--- src/rtl/uart_pkg.sv ---
// Shared types and register-map constants for the memory-mapped UART receiver.
package uart_pkg;

    typedef enum logic [2:0] {
        RX_IDLE,
        RX_START,
        RX_DATA,
        RX_STOP,
        RX_WAIT_HIGH
    } rx_state_t;

    localparam logic [1:0] UART_DATA   = 2'd0;
    localparam logic [1:0] UART_STATUS = 2'd1;
    localparam logic [1:0] UART_CTRL   = 2'd2;

    localparam int STAT_NOT_EMPTY = 0;
    localparam int STAT_OVERRUN   = 1;
    localparam int STAT_FRAME_ERR = 2;
    localparam int STAT_FULL      = 3;

endpackage

--- src/rtl/sync_fifo.sv ---
// Single-clock FIFO with flush; pointers carry an extra wrap bit so that
// full and empty remain distinguishable when the indices coincide.
module sync_fifo #(
    parameter int WIDTH = 8,
    parameter int DEPTH = 4
) (
    input  logic             clk,
    input  logic             reset_n,
    input  logic             push,
    input  logic             pop,
    input  logic             flush,
    input  logic [WIDTH-1:0] din,
    output logic [WIDTH-1:0] dout,
    output logic             empty,
    output logic             full
);

    localparam int AW = $clog2(DEPTH);
    localparam logic [AW:0] PTR_ONE = (AW + 1)'(1);

    logic [WIDTH-1:0] mem [DEPTH];
    logic [AW:0]      wr_ptr;
    logic [AW:0]      rd_ptr;
    logic             do_push;
    logic             do_pop;

    assign empty = (wr_ptr == rd_ptr);
    assign full  = (wr_ptr[AW] != rd_ptr[AW]) && (wr_ptr[AW-1:0] == rd_ptr[AW-1:0]);

    // A pop frees the slot this cycle, so a push into a full FIFO still lands.
    assign do_pop  = pop && !empty;
    assign do_push = push && (!full || do_pop);

    assign dout = mem[rd_ptr[AW-1:0]];

    always_ff @(posedge clk or negedge reset_n) begin
        if (!reset_n) begin
            wr_ptr <= '0;
            rd_ptr <= '0;
        end else if (flush) begin
            wr_ptr <= '0;
            rd_ptr <= '0;
        end else begin
            if (do_push) wr_ptr <= wr_ptr + PTR_ONE;
            if (do_pop)  rd_ptr <= rd_ptr + PTR_ONE;
        end
    end

    // NOTE: storage is deliberately left without reset; the pointers alone
    // define which entries are valid, and a reset on the array costs muxes.
    always_ff @(posedge clk) begin
        if (do_push && !flush) mem[wr_ptr[AW-1:0]] <= din;
    end

endmodule

--- src/rtl/uart_rx_mmio.sv ---
// 8N1 UART receiver with a small receive FIFO, exposed on the single-cycle
// request/valid data bus as DATA / STATUS / CTRL registers.
module uart_rx_mmio
    import uart_pkg::*;
#(
    parameter int DATA_WIDTH   = 32,
    parameter int ADDR_WIDTH   = 6,
    parameter int CLKS_PER_BIT = 16,
    parameter int FIFO_DEPTH   = 4
) (
    input  logic                  clk,
    input  logic                  reset_n,
    input  logic                  rxd,
    input  logic                  req_valid,
    input  logic                  we,
    input  logic [ADDR_WIDTH-1:0] addr,
    input  logic [DATA_WIDTH-1:0] wdata,
    output logic [DATA_WIDTH-1:0] rdata,
    output logic                  valid_data,
    output logic                  irq
);

    localparam int CW = $clog2(CLKS_PER_BIT);
    localparam logic [CW-1:0] HALF_LAST = CW'(CLKS_PER_BIT / 2 - 1);
    localparam logic [CW-1:0] BIT_LAST  = CW'(CLKS_PER_BIT - 1);
    localparam logic [CW-1:0] CNT_ONE   = CW'(1);

    logic [1:0]      sync_q;
    logic            rxd_s;
    rx_state_t       state;
    logic [CW-1:0]   baud_cnt;
    logic [2:0]      bit_idx;
    logic [7:0]      shift_reg;

    logic            push_byte;
    logic            stop_bad;
    logic            fifo_empty;
    logic            fifo_full;
    logic [7:0]      fifo_dout;

    logic [1:0]            reg_sel;
    logic                  rd_req;
    logic                  data_pop;
    logic                  status_rd;
    logic                  flush;
    logic [DATA_WIDTH-1:0] rd_word;
    logic                  overrun;
    logic                  frame_err;
    logic                  overrun_set;

    logic unused_bits;
    assign unused_bits = ^{addr[ADDR_WIDTH-1:2], wdata[DATA_WIDTH-1:1]};

    // Synchroniser resets to the idle level so reset release never looks like a start bit.
    always_ff @(posedge clk or negedge reset_n) begin
        if (!reset_n) sync_q <= 2'b11;
        else          sync_q <= {sync_q[0], rxd};
    end
    assign rxd_s = sync_q[1];

    always_ff @(posedge clk or negedge reset_n) begin
        if (!reset_n) begin
            state     <= RX_IDLE;
            baud_cnt  <= '0;
            bit_idx   <= '0;
            shift_reg <= '0;
        end else begin
            case (state)
                RX_IDLE: begin
                    baud_cnt <= '0;
                    if (!rxd_s) state <= RX_START;
                end
                RX_START: begin
                    if (baud_cnt == HALF_LAST) begin
                        baud_cnt <= '0;
                        bit_idx  <= '0;
                        state    <= rxd_s ? RX_IDLE : RX_DATA;
                    end else begin
                        baud_cnt <= baud_cnt + CNT_ONE;
                    end
                end
                RX_DATA: begin
                    if (baud_cnt == BIT_LAST) begin
                        baud_cnt  <= '0;
                        shift_reg <= {rxd_s, shift_reg[7:1]};
                        if (bit_idx == 3'd7) state <= RX_STOP;
                        else                 bit_idx <= bit_idx + 3'd1;
                    end else begin
                        baud_cnt <= baud_cnt + CNT_ONE;
                    end
                end
                RX_STOP: begin
                    if (baud_cnt == BIT_LAST) begin
                        baud_cnt <= '0;
                        state    <= rxd_s ? RX_IDLE : RX_WAIT_HIGH;
                    end else begin
                        baud_cnt <= baud_cnt + CNT_ONE;
                    end
                end
                RX_WAIT_HIGH: begin
                    if (rxd_s) state <= RX_IDLE;
                end
                default: state <= RX_IDLE;
            endcase
        end
    end

    // Stop-bit verdict is decoded combinationally so the FIFO write lands on the sample edge.
    assign push_byte = (state == RX_STOP) && (baud_cnt == BIT_LAST) && rxd_s;
    assign stop_bad  = (state == RX_STOP) && (baud_cnt == BIT_LAST) && !rxd_s;

    assign reg_sel   = addr[1:0];
    assign rd_req    = req_valid && !we;
    assign data_pop  = rd_req && (reg_sel == UART_DATA);
    assign status_rd = rd_req && (reg_sel == UART_STATUS);
    assign flush     = req_valid && we && (reg_sel == UART_CTRL) && wdata[0];

    // A pop on a full FIFO makes room, so the simultaneous push is not an overrun.
    assign overrun_set = push_byte && fifo_full && !data_pop && !flush;

    sync_fifo #(
        .WIDTH (8),
        .DEPTH (FIFO_DEPTH)
    ) u_fifo (
        .clk     (clk),
        .reset_n (reset_n),
        .push    (push_byte),
        .pop     (data_pop),
        .flush   (flush),
        .din     (shift_reg),
        .dout    (fifo_dout),
        .empty   (fifo_empty),
        .full    (fifo_full)
    );

    // NOTE: rd_word gets a default before the case so no path leaves it unassigned (no latch).
    always_comb begin
        rd_word = '0;
        case (reg_sel)
            UART_DATA: begin
                if (!fifo_empty) rd_word = {{(DATA_WIDTH - 8){1'b0}}, fifo_dout};
            end
            UART_STATUS: begin
                rd_word[STAT_NOT_EMPTY] = !fifo_empty;
                rd_word[STAT_OVERRUN]   = overrun;
                rd_word[STAT_FRAME_ERR] = frame_err;
                rd_word[STAT_FULL]      = fifo_full;
            end
            default: rd_word = '0;
        endcase
    end

    always_ff @(posedge clk or negedge reset_n) begin
        if (!reset_n) begin
            valid_data <= 1'b0;
            rdata      <= '0;
        end else begin
            valid_data <= req_valid;
            rdata      <= rd_req ? rd_word : '0;
        end
    end

    // Setting beats the read-clear, so an error coinciding with a STATUS read is not lost.
    always_ff @(posedge clk or negedge reset_n) begin
        if (!reset_n) begin
            overrun   <= 1'b0;
            frame_err <= 1'b0;
        end else begin
            if (overrun_set)    overrun <= 1'b1;
            else if (status_rd) overrun <= 1'b0;
            if (stop_bad)       frame_err <= 1'b1;
            else if (status_rd) frame_err <= 1'b0;
        end
    end

    assign irq = !fifo_empty;

endmodule

--- config.mk ---
export PLATFORM = sky130hd
export DESIGN_NAME = uart_rx_mmio
export DESIGN_NICKNAME = d
export VERILOG_FILES = /design/src/rtl/uart_pkg.sv /design/src/rtl/sync_fifo.sv /design/src/rtl/uart_rx_mmio.sv
export SDC_FILE = /design/constraint.sdc
export NUM_CORES = 1
export LEC_CHECK = 0
export BUFFER_PORTS_ARGS = -buffer_cell sky130_fd_sc_hd__buf_2
export CELL_PAD_IN_SITES_DETAIL_PLACEMENT = 0
export CELL_PAD_IN_SITES_GLOBAL_PLACEMENT = 1
export CORE_MARGIN = 3
export CORE_UTILIZATION = 40
export DETAILED_ROUTE_END_ITERATION = 6
export GPL_ROUTABILITY_DRIVEN = 0
export HOLD_SLACK_MARGIN = 0.1
export PLACE_DENSITY_LB_ADDON = 0.1
export SKIP_LAST_GASP = 1
export SYNTH_ARGS = -nofsm -noshare
export SYNTH_HDL_FRONTEND = slang
export SYNTH_HIERARCHICAL = 1
export SYNTH_SLANG_ARGS = --single-unit
--- constraint.sdc ---
create_clock -name clk -period 2.25 [get_ports clk]
set_input_delay 0.3375 -clock clk [delete_from_list [all_inputs] [get_ports clk]]
set_output_delay 0.3375 -clock clk [all_outputs]
set_load 0.02 [all_outputs]
==> impl_metrics.csv, run 1 <==
group,metric,value,unit
run_status,outcome,"finished clean",
power_and_ir_drop,sw_frac_of_total,32.2,%
synth,synth-seq-area-share,56.2,%
floorplanning,row_count,32,
power_and_ir_drop,clkPwrFrac,29.3,%
worst_setup_path,critical_path.cell_chain,"ha_1 > and3_1 > and3_4 > nand2b_1 > a41oi_1 > and2_1 > buf_4",
grt,number_of_global_route_vias_before_repair,1842,
timing,fmax,486,MHz
synth,synth_flop_cell,"sky130_fd_sc_hd__dfrtp_1",
placed_design,port-buffer-count,17,
power_and_ir_drop,switchingPower,1.24,mW
floorplanning,placeable_core_region,7930,µm²
timing,timing.clock.skew,0.0117,ns
grt,grt_pass1_wl,9.76,mm
timing,rsz_0062_raised_after_global_routing,"no",
grt,grt.overflow.total,0,
synth,yosys_warnings,6,
timing,relative_max_transition_margin,40.0,%
synth,post_synth_main_area_contributors,"sky130_fd_sc_hd__edfxtp_1, sky130_fd_sc_hd__dfrtp_1, sky130_fd_sc_hd__buf_4, sky130_fd_sc_hd__mux4_2, sky130_fd_sc_hd__mux2_4",
worst_setup_path,cp-start-kind,"register",
power_and_ir_drop,p_comb_share,29.8,%
placed_design,dp.final_hpwl,3.95,mm
worst_setup_path,path_class,"register to register",
placed_design,placement.cell_area,3550,µm²
cts,cts.sinks,69,
grt,antenna_found_initial,0,
worst_setup_path,cpPeakStageDelay,0.39,ns
synth,top_cell_type_s_share_of_synthesized_area,28.6,%
layout,diodes,0,
grt,grt_start_max_net_pins,38,
worst_setup_path,critical_path.slowest_cell,"sky130_fd_sc_hd__dfrtp_1",
floorplanning,top_level_pins,77,
grt,grtUsageMet1,18.2,%
floorplanning,floorplan.initialDensity,42.4,%
synth,netlist-cell-type-count,55,
layout,design_area,3780,µm²
layout,number_of_flip_flops_under_the_largest_register_name,32,
layout,layout-area-overhead-vs-synth,12.6,%
job,max_cap_viol_count,0,
worst_setup_path,worst-endpoint-arrival,2.09,ns
timing,layout_min_cycle_time,2.06,ns
floorplanning,design.die.area,9530,µm²
hold_path,worst_hold_path_type,"input pin to asynchronous set/reset pin",
routing,number_of_routed_nets_with_antenna_violations,0,
cts,cts_tree,"done",
timing,finalHoldViolations,0,
worst_setup_path,critical_path.endpoint_type,"register",
synth,mapped_cell_area,3360,µm²
synth,synth_commonest_cells,"sky130_fd_sc_hd__dfrtp_1, sky130_fd_sc_hd__edfxtp_1, sky130_fd_sc_hd__buf_4, sky130_fd_sc_hd__nor2_1",
timing,tightestPinTransition,0.900,ns
cts,clockRootBuffer,"sky130_fd_sc_hd__clkbuf_8",
timing,finalSetupTns,0,ns
cts,path_clk_slew,0.07,ns
cts,post-cts-setup-buffers,0,
grt,use_met2,19.7,%
grt,grt_resource_usage_total,13.1,%
cts,clockBufferDepth,2,
floorplanning,die_h,97.6,µm
power_and_ir_drop,leakage,1.63,nW
synth,netlist_instances,239,
synth,synth_top_area_cell,"sky130_fd_sc_hd__edfxtp_1",
timing,finalCritPeriodShare,91.4,%
routing,drc_errors,0,
routing,tritonroute_pass_1_iters,4,
grt,top_usage_layer,"met2",
routing,num_vias,1838,
timing,final_max_slew_viol_count,0,
cts,cts-htree-levels,3,
routing,totalWireLength,5.83,mm
synth,asyncSetResetFlopFracSynth,53.6,%
layout,final_net_count,323,
synth,flop_and_latch_count_out_of_synthesis,69,
worst_setup_path,worstPathMaxFanout,8,
routing,detail_route.wl_per_cell,15.4,µm
synth,post-synth-top-count-cell,"sky130_fd_sc_hd__dfrtp_1",
power_and_ir_drop,internal-power,2.60,mW
cts,clock_insertion_delay_worst_skew,0.34,ns
power_and_ir_drop,seq_power_share,40.8,%
synth,syn_avg_cell_area,14.1,µm²
routing,drt_first_iter_violations,38,
layout,final_layout_size_suffix_gt1_share,30.0,%
power_and_ir_drop,powerDensity,1010,nW/µm²
worst_setup_path,worst-endpoint-required,2.29,ns
synth,synth-edff-count,32,
routing,vias_per_cell,4.85,
grt,groute.layer.met3.usage,3.37,%
timing,timing.final.setup_violations,0,
power_and_ir_drop,vdd_drop_max,322,µV
floorplanning,die_w,97.6,µm
cts,cts_inserted_buffers,9,
cells by family (layout without fill, tap and decap cells):
group | Yosys count | in the layout | synth area share [%]
simple gates | 60 | 60 | 11.2
flops | 69 | 69 | 56.2
buf+inv | 43 | 58 | 8.23
other cells | 1 | 24 | 0.112
compound gates | 29 | 29 | 7.26
xor+xnor | 5 | 5 | 2.31
mux | 24 | 24 | 11.7
fa+ha+maj | 8 | 8 | 2.98
metal layers:
metal,vias to the layer above,wire length [µm],part of all wire (%)
li1,877,-,-
met1,921,2750,47
met2,35,2790,48
met4,0,55,0.94
met3,5,240,4.1
met5,-,0,0
final timing paths:
path                        startpoint                to  slack (ns)  cells after the start
setup / recovery           baud_cnt[0]  u_fifo/mem[1][2]        0.19                      7
hold / removal                 reset_n  u_fifo/rd_ptr[2]        0.13                      1
setup reg to reg           baud_cnt[0]  u_fifo/mem[1][2]        0.19                      7
hold reg to reg              sync_q[0]         sync_q[1]        0.36                      0
max in group asynchronous      reset_n          state[0]        1.56                      1
min in group clk             req_valid        valid_data        0.17                      1
power groups by stage:
stage	Combinational [mW]	Sequential [mW]	Clock [mW]
2_1_floorplan	0.925	1.58	0
3_3_place_gp	1.16	1.59	0
3_5_place_dp	1.16	1.60	0
4_1_cts	1.17	1.57	1.16
5_1_grt	1.29	1.60	1.21
6_report	1.15	1.57	1.13
cell usage in the layout, fill, tap and decap left out, types with 3 or more instances in the layout:
| cell type | n |
|---|---|
| sky130_fd_sc_hd__a21oi_1 | 4 |
| sky130_fd_sc_hd__a22o_1 | 3 |
| sky130_fd_sc_hd__and2_1 | 8 |
| sky130_fd_sc_hd__and3_1 | 4 |
| sky130_fd_sc_hd__buf_2 | 17 |
| sky130_fd_sc_hd__buf_4 | 12 |
| sky130_fd_sc_hd__clkbuf_8 | 9 |
| sky130_fd_sc_hd__conb_1 | 24 |
| sky130_fd_sc_hd__dfrtp_1 | 35 |
| sky130_fd_sc_hd__edfxtp_1 | 32 |
| sky130_fd_sc_hd__ha_1 | 8 |
| sky130_fd_sc_hd__inv_1 | 10 |
| sky130_fd_sc_hd__mux2_4 | 10 |
| sky130_fd_sc_hd__mux2i_1 | 4 |
| sky130_fd_sc_hd__mux4_2 | 8 |
| sky130_fd_sc_hd__nand2_1 | 10 |
| sky130_fd_sc_hd__nand2b_1 | 6 |
| sky130_fd_sc_hd__nor2_1 | 12 |
| sky130_fd_sc_hd__nor2b_1 | 4 |
| sky130_fd_sc_hd__o21ai_0 | 4 |
area by class of cell:
cell class / count / area (µm²)
clock buffers: 10 / 128
fillers: 722 / 4150
multi-input cells: 150 / 1280
well taps: 102 / 128
repair buffers: 32 / 225
flip-flops and latches: 69 / 1890
clock inverters: 6 / 95.1
inverters: 10 / 37.5
critical path, delay by kind of cell (launching register included):
kind / cells / cell delay (ns)
AND/OR/NAND/NOR: 4 / 0.66
flip-flops: 1 / 0.39
AO/OA/AOI/OAI: 1 / 0.34
adder cells (fa/ha/maj): 1 / 0.18
buffers and inverters: 1 / 0.18
stage by stage:
stage	hold slack, ns	power [mW]	util, %	setup WS, ns	instances
2_1_floorplan	0.0419	2.51	-	0.216	262
3_3_place_gp	0.348	2.75	44.8	0.184	362
3_5_place_dp	0.353	2.76	44.8	0.201	362
4_1_cts	0.145	3.90	47.7	0.185	379
5_1_grt	0.152	4.09	47.7	0.0318	379
6_report	0.131	3.84	47.7	0.193	379
repair_timing:
item                      CTS  global route
hold endpoints to repair    1             0
hold buffers                1             0
resized for setup           0             0
Power figures use the tool's default switching activity.
==> run 2: changes to the inputs <==
--- a/config.mk
+++ b/config.mk
@@ -5,12 +5,12 @@
 export SDC_FILE = /design/constraint.sdc
 export NUM_CORES = 1
 export LEC_CHECK = 0
-export BUFFER_PORTS_ARGS = -buffer_cell sky130_fd_sc_hd__buf_2
 export CELL_PAD_IN_SITES_DETAIL_PLACEMENT = 0
 export CELL_PAD_IN_SITES_GLOBAL_PLACEMENT = 1
 export CORE_MARGIN = 3
 export CORE_UTILIZATION = 40
 export DETAILED_ROUTE_END_ITERATION = 6
+export DONT_BUFFER_PORTS = 1
 export GPL_ROUTABILITY_DRIVEN = 0
 export HOLD_SLACK_MARGIN = 0.1
 export PLACE_DENSITY_LB_ADDON = 0.1
==> impl_metrics.csv, run 2 (same netlist as run 1, synthesis figures left out) <==
group,metric,value,unit
run_status,outcome,"finished clean",
cts,cts-htree-levels,3,
timing,timing.final.setup_violations,0,
worst_setup_path,critical_path.slowest_cell,"sky130_fd_sc_hd__dfrtp_1",
layout,final_layout_size_suffix_gt1_share,25.5,%
worst_setup_path,worst-path-buf-inv,1,
timing,timing.clock.skew,0.00895,ns
layout,most-common-layout-cells,"sky130_fd_sc_hd__dfrtp_1, sky130_fd_sc_hd__edfxtp_1, sky130_fd_sc_hd__conb_1, sky130_fd_sc_hd__buf_4, sky130_fd_sc_hd__nor2_1",
cts,clockBufferDepth,2,
power_and_ir_drop,seq_power_share,44.2,%
worst_setup_path,cpPeakStageDelay,0.40,ns
cts,cts_inserted_buffers,9,
power_and_ir_drop,sw_frac_of_total,33.8,%
floorplanning,placeable_core_region,7930,µm²
cts,cts.sinks,69,
floorplanning,die_h,97.6,µm
timing,finalHoldViolations,0,
cts,post_cts_resize_count,0,
worst_setup_path,critical-path-top-delay-family,"simple AND/OR/NAND/NOR gates",
grt,grt_pass1_wl,9.62,mm
routing,num_vias,1780,
timing,final_max_slew_viol_count,0,
routing,tritonroute_pass_1_iters,4,
hold_path,worst_hold_path_type,"input pin to register",
grt,grt_resource_usage_total,13.1,%
worst_setup_path,critical_path.cell_chain,"ha_1 > and3_1 > and3_4 > nand2b_1 > a41oi_1 > and2_1 > buf_12",
timing,finalSetupTns,0,ns
routing,number_of_routed_nets_with_antenna_violations,0,
grt,antenna_found_initial,0,
power_and_ir_drop,p_comb_share,30.7,%
layout,diodes,0,
power_and_ir_drop,finalPower,3.59,mW
worst_setup_path,path_class,"register to register",
timing,layout_min_cycle_time,2.01,ns
layout,regArea,1890,µm²
floorplanning,row_count,32,
floorplanning,floorplan.initialDensity,42.4,%
layout,layout-area-overhead-vs-synth,9.57,%
timing,finalCritPeriodShare,89.5,%
power_and_ir_drop,vdd_drop_max,299,µV
worst_setup_path,worst-endpoint-required,2.30,ns
worst_setup_path,worstPathMaxFanout,8,
layout,number_of_flip_flops_under_the_largest_register_name,32,
job,max_cap_viol_count,0,
floorplanning,top_level_pins,77,
routing,detail_route.wl_per_cell,15.9,µm
grt,grt.overflow.total,0,
timing,fmax,497,MHz
power_and_ir_drop,powerDensity,976,nW/µm²
placed_design,number_of_placed_instances_taps_included,345,
layout,final_instance_count_without_filler_cells,365,
power_and_ir_drop,leakage,1.54,nW
layout,mostFrequentLayoutCell,"sky130_fd_sc_hd__dfrtp_1",
routing,drt_first_iter_violations,76,
power_and_ir_drop,internal-power,2.38,mW
cts,path_clk_slew,0.07,ns
cts,cts_tree,"done",
cts,clock_insertion_delay_worst_skew,0.34,ns
timing,rsz_0062_raised_after_global_routing,"no",
placed_design,dp.final_hpwl,3.95,mm
routing,totalWireLength,5.79,mm
grt,grt_start_max_net_pins,38,
placed_design,port-buffer-count,0,
grt,number_of_global_route_vias_before_repair,1780,
floorplanning,die_w,97.6,µm
power_and_ir_drop,clkPwrFrac,25.0,%
layout,final_net_count,309,
floorplanning,design.die.area,9530,µm²
power_and_ir_drop,switchingPower,1.21,mW
routing,drc_errors,0,
worst_setup_path,worst-endpoint-arrival,2.07,ns
cts,clockRootBuffer,"sky130_fd_sc_hd__clkbuf_8",
layout,filler_cell_count,716,
routing,vias_per_cell,4.88,
worst_setup_path,critical_path.endpoint_type,"register",
worst_setup_path,cp-start-kind,"register",
layout,multi_input_comb_area,1280,µm²
==> run 2: cell count changes in the layout (fill, tap and decap cells not counted), sizes merged <==
| cell | previous run | this run |
|---|---|---|
| buf | 31 | 15 |
| bufinv | 2 | 0 |
| clkbuf | 10 | 11 |
| clkinv | 2 | 3 |
| clkinvlp | 0 | 2 |
| dlygate4sd3 | 1 | 3 |
| inv | 12 | 10 |
==> run 2: path summary, 6_finish.rpt <==
kind | slack (ns) | end | cells past startpoint | start
min in group asynchronous | 0.48 | baud_cnt[2] | 2 | reset_n
hold reg to reg | 0.36 | sync_q[1] | 0 | sync_q[0]
max in group asynchronous | 1.52 | sync_q[1] | 2 | reset_n
setup / recovery | 0.24 | u_fifo/mem[3][1] | 7 | baud_cnt[0]
hold / removal | 0.16 | rdata[0] | 1 | req_valid
setup reg to reg | 0.24 | u_fifo/mem[3][1] | 7 | baud_cnt[0]
==> run 2: per-layer routing <==
| metal | global-route usage [%] | wire, µm | up-vias |
|---|---|---|---|
| li1 | - | - | 852 |
| met1 | 17.6 | 2800 | 887 |
| met2 | 19.8 | 2730 | 35 |
| met3 | 3.45 | 197 | 6 |
| met4 | 6.07 | 64 | 0 |
| met5 | 0 | 0 | - |
==> run 2: area by class of cell <==
class / count / area share [%]
multi-input cells: 150 / 34.8
flip-flops and latches: 69 / 51.3
clock inverters: 5 / 1.02
well taps: 102 / 3.47
repair buffers: 18 / 4.55
clock buffers: 11 / 3.84
inverters: 10 / 1.02
==> run 2: through the flow <==
stage	utilization, %	area, µm²	setup slack (ns)	hold WS [ns]
2_1_floorplan	-	3450	0.216	0.0419
3_3_place_gp	43.5	3450	0.235	0.0428
3_5_place_dp	43.5	3450	0.238	0.0428
4_1_cts	46.4	3680	0.230	0.135
5_1_grt	46.4	3680	0.0678	0.136
6_report	46.4	3680	0.236	0.157
==> run 2: power groups by stage <==
stage | logic, mW | clock network, mW | registers (mW)
after floorplan | 0.925 | 0 | 1.58
after global placement | 1.09 | 0 | 1.62
after detailed placement | 1.10 | 0 | 1.62
after CTS | 1.13 | 0.950 | 1.59
after global routing | 1.23 | 0.998 | 1.61
final | 1.10 | 0.900 | 1.59
==> run 2: worst register-to-register path, stage by stage (launching register included) <==
cell and delay [ns]:
sky130_fd_sc_hd__dfrtp_1 0.40, sky130_fd_sc_hd__ha_1 0.18, sky130_fd_sc_hd__and3_1 0.20, sky130_fd_sc_hd__and3_4 0.22, sky130_fd_sc_hd__nand2b_1 0.06, sky130_fd_sc_hd__a41oi_1 0.31
sky130_fd_sc_hd__and2_1 0.23, sky130_fd_sc_hd__buf_12 0.14
==> run 2: repair_timing <==
| action | 4_1_cts | 5_1_grt |
|---|---|---|
| setup buffers | 0 | 0 |
| hold endpoints to repair | 39 | 0 |
| hold buffers | 4 | 0 |
==> run 3: changes to the inputs <==
--- a/config.mk
+++ b/config.mk
@@ -5,8 +5,6 @@
 export SDC_FILE = /design/constraint.sdc
 export NUM_CORES = 1
 export LEC_CHECK = 0
-export CELL_PAD_IN_SITES_DETAIL_PLACEMENT = 0
-export CELL_PAD_IN_SITES_GLOBAL_PLACEMENT = 1
 export CORE_MARGIN = 3
 export CORE_UTILIZATION = 40
 export DETAILED_ROUTE_END_ITERATION = 6
==> impl_metrics.csv, run 3 (same netlist as run 1, synthesis figures left out) <==
group,metric,value,unit
layout,most-common-layout-cells,"sky130_fd_sc_hd__dfrtp_1, sky130_fd_sc_hd__edfxtp_1, sky130_fd_sc_hd__conb_1, sky130_fd_sc_hd__buf_4, sky130_fd_sc_hd__nor2_1",
cts,cts.sinks,69,
cts,cts-htree-levels,3,
layout,final_layout_size_suffix_gt1_share,25.9,%
routing,drt_first_iter_violations,90,
floorplanning,die_w,97.6,µm
layout,mostFrequentLayoutCell,"sky130_fd_sc_hd__dfrtp_1",
routing,number_of_routed_nets_with_antenna_violations,0,
grt,grt_pass1_wl,9.28,mm
timing,rsz_0062_raised_after_global_routing,"no",
routing,tritonroute_pass_1_iters,4,
worst_setup_path,worstPathMaxFanout,6,
worst_setup_path,worst-endpoint-required,2.30,ns
grt,antenna_found_initial,0,
power_and_ir_drop,leakage,1.56,nW
floorplanning,die_h,97.6,µm
worst_setup_path,critical_path.cell_chain,"ha_1 > and3_1 > and3_4 > nand2b_1 > a41oi_2 > and2_1 > buf_12",
floorplanning,top_level_pins,77,
layout,layout-area-overhead-vs-synth,10.6,%
timing,finalCritPeriodShare,89.7,%
routing,drc_errors,0,
grt,number_of_global_route_vias_before_repair,1784,
routing,num_vias,1821,
job,max_cap_viol_count,0,
timing,relative_max_transition_margin,60.0,%
timing,final_max_slew_viol_count,0,
cts,cts_tree,"done",
layout,filler_cell_count,732,
worst_setup_path,cp-start-kind,"register",
timing,layout_min_cycle_time,2.02,ns
layout,number_of_flip_flops_under_the_largest_register_name,32,
cts,clock_insertion_delay_worst_skew,0.33,ns
cts,clockBufferDepth,2,
routing,detail_route.wl_per_cell,15.3,µm
worst_setup_path,path_class,"register to register",
power_and_ir_drop,vdd_drop_max,449,µV
timing,timing.final.setup_violations,0,
timing,fmax,495,MHz
layout,final_net_count,312,
layout,fin_util,46.9,%
placed_design,port-buffer-count,0,
timing,finalSetupTns,0,ns
run_status,outcome,"finished clean",
grt,grt_start_max_net_pins,38,
timing,tightestPinTransition,0.597,ns
worst_setup_path,critical_path.endpoint_type,"register",
routing,vias_per_cell,4.95,
timing,finalHoldViolations,0,
floorplanning,placeable_core_region,7930,µm²
timing,timing.hold.ws,0.153,ns
floorplanning,row_count,32,
worst_setup_path,cpPeakStageDelay,0.40,ns
cts,cts_inserted_buffers,9,
grt,grt.overflow.total,0,
worst_setup_path,critical_path.slowest_cell,"sky130_fd_sc_hd__dfrtp_1",
timing,timing.clock.skew,0.00738,ns
layout,diodes,0,
cts,clockRootBuffer,"sky130_fd_sc_hd__clkbuf_8",
placed_design,dp.final_hpwl,3.84,mm
floorplanning,floorplan.initialDensity,42.4,%
worst_setup_path,worst-endpoint-arrival,2.07,ns
grt,grt_resource_usage_total,12.6,%
routing,totalWireLength,5.64,mm
hold_path,worst_hold_path_type,"input pin to register",
floorplanning,design.die.area,9530,µm²
cts,path_clk_slew,0.07,ns
power_and_ir_drop,powerDensity,975,nW/µm²
run 3: cell types whose count changed in the layout (fill, tap and decap cells not counted), sizes merged:
| cell | before | now |
|---|---|---|
| bufinv | 0 | 1 |
| buf | 15 | 18 |
| clkinvlp | 2 | 1 |
run 3: through the flow:
step                      instance area [µm²]  power (mW)  cells  worst slack, ns
after global placement                   3470        2.68    348            0.168
final                                    3710        3.62    368            0.232
after CTS                                3710        3.67    368            0.103
after detailed placement                 3470        2.69    348            0.146
after floorplan                          3450        2.51    262            0.216
after global routing                     3710        3.87    368           0.0628
run 3: critical path: cells and delay by family (launching register included):
| family | cells | cell delay (ns) |
|---|---|---|
| AO/OA/AOI/OAI | 1 | 0.23 |
| buffers and inverters | 1 | 0.16 |
| AND/OR/NAND/NOR | 4 | 0.77 |
| adder cells (fa/ha/maj) | 1 | 0.19 |
| flip-flops | 1 | 0.40 |
run 3: final timing paths:
kind                                     to  cells after the start  slack (ns)        start
max                        u_fifo/mem[0][0]                      7        0.23  baud_cnt[0]
min in group asynchronous       baud_cnt[1]                      2        0.45      reset_n
max in group asynchronous         sync_q[1]                      2        1.52      reset_n
max reg2reg                u_fifo/mem[0][0]                      7        0.23  baud_cnt[0]
min reg2reg                       sync_q[1]                      0        0.36    sync_q[0]
min                                rdata[0]                      1        0.15    req_valid
run 3: cell type report:
cell class / instances / area [µm²] / share of cell area (%)
inverter: 10 / 37.5 / 1.01
multi-input combinational: 150 / 1290 / 34.7
sequential: 69 / 1890 / 50.9
timing repair buffer: 21 / 190 / 5.12
clock inverter: 5 / 51.3 / 1.38
clock buffer: 11 / 131 / 3.54
tap: 102 / 128 / 3.44
run 3: power by group:
part / total, mW / switching, mW / leakage, nW / internal [mW]
combinational: 1.08 / 0.576 / 0.690 / 0.505
sequential: 1.59 / 0.144 / 0.778 / 1.45
clock: 0.952 / 0.446 / 0.0907 / 0.506
run 3: repair_timing:
action                                  CTS  global route
resized for setup                         0             1
endpoints found under the hold margin    39             0
setup buffers                             0             0
hold buffers                              4             0
endpoints found under the setup margin    0             6
run 3: routing by layer:
layer	part of all wire [%]	wire (µm)	GRT usage [%]
met2	45	2510	18.0
met5	0	0	0
met4	1.5	87	5.11
met3	4.4	250	3.30
met1	49	2790	18.1
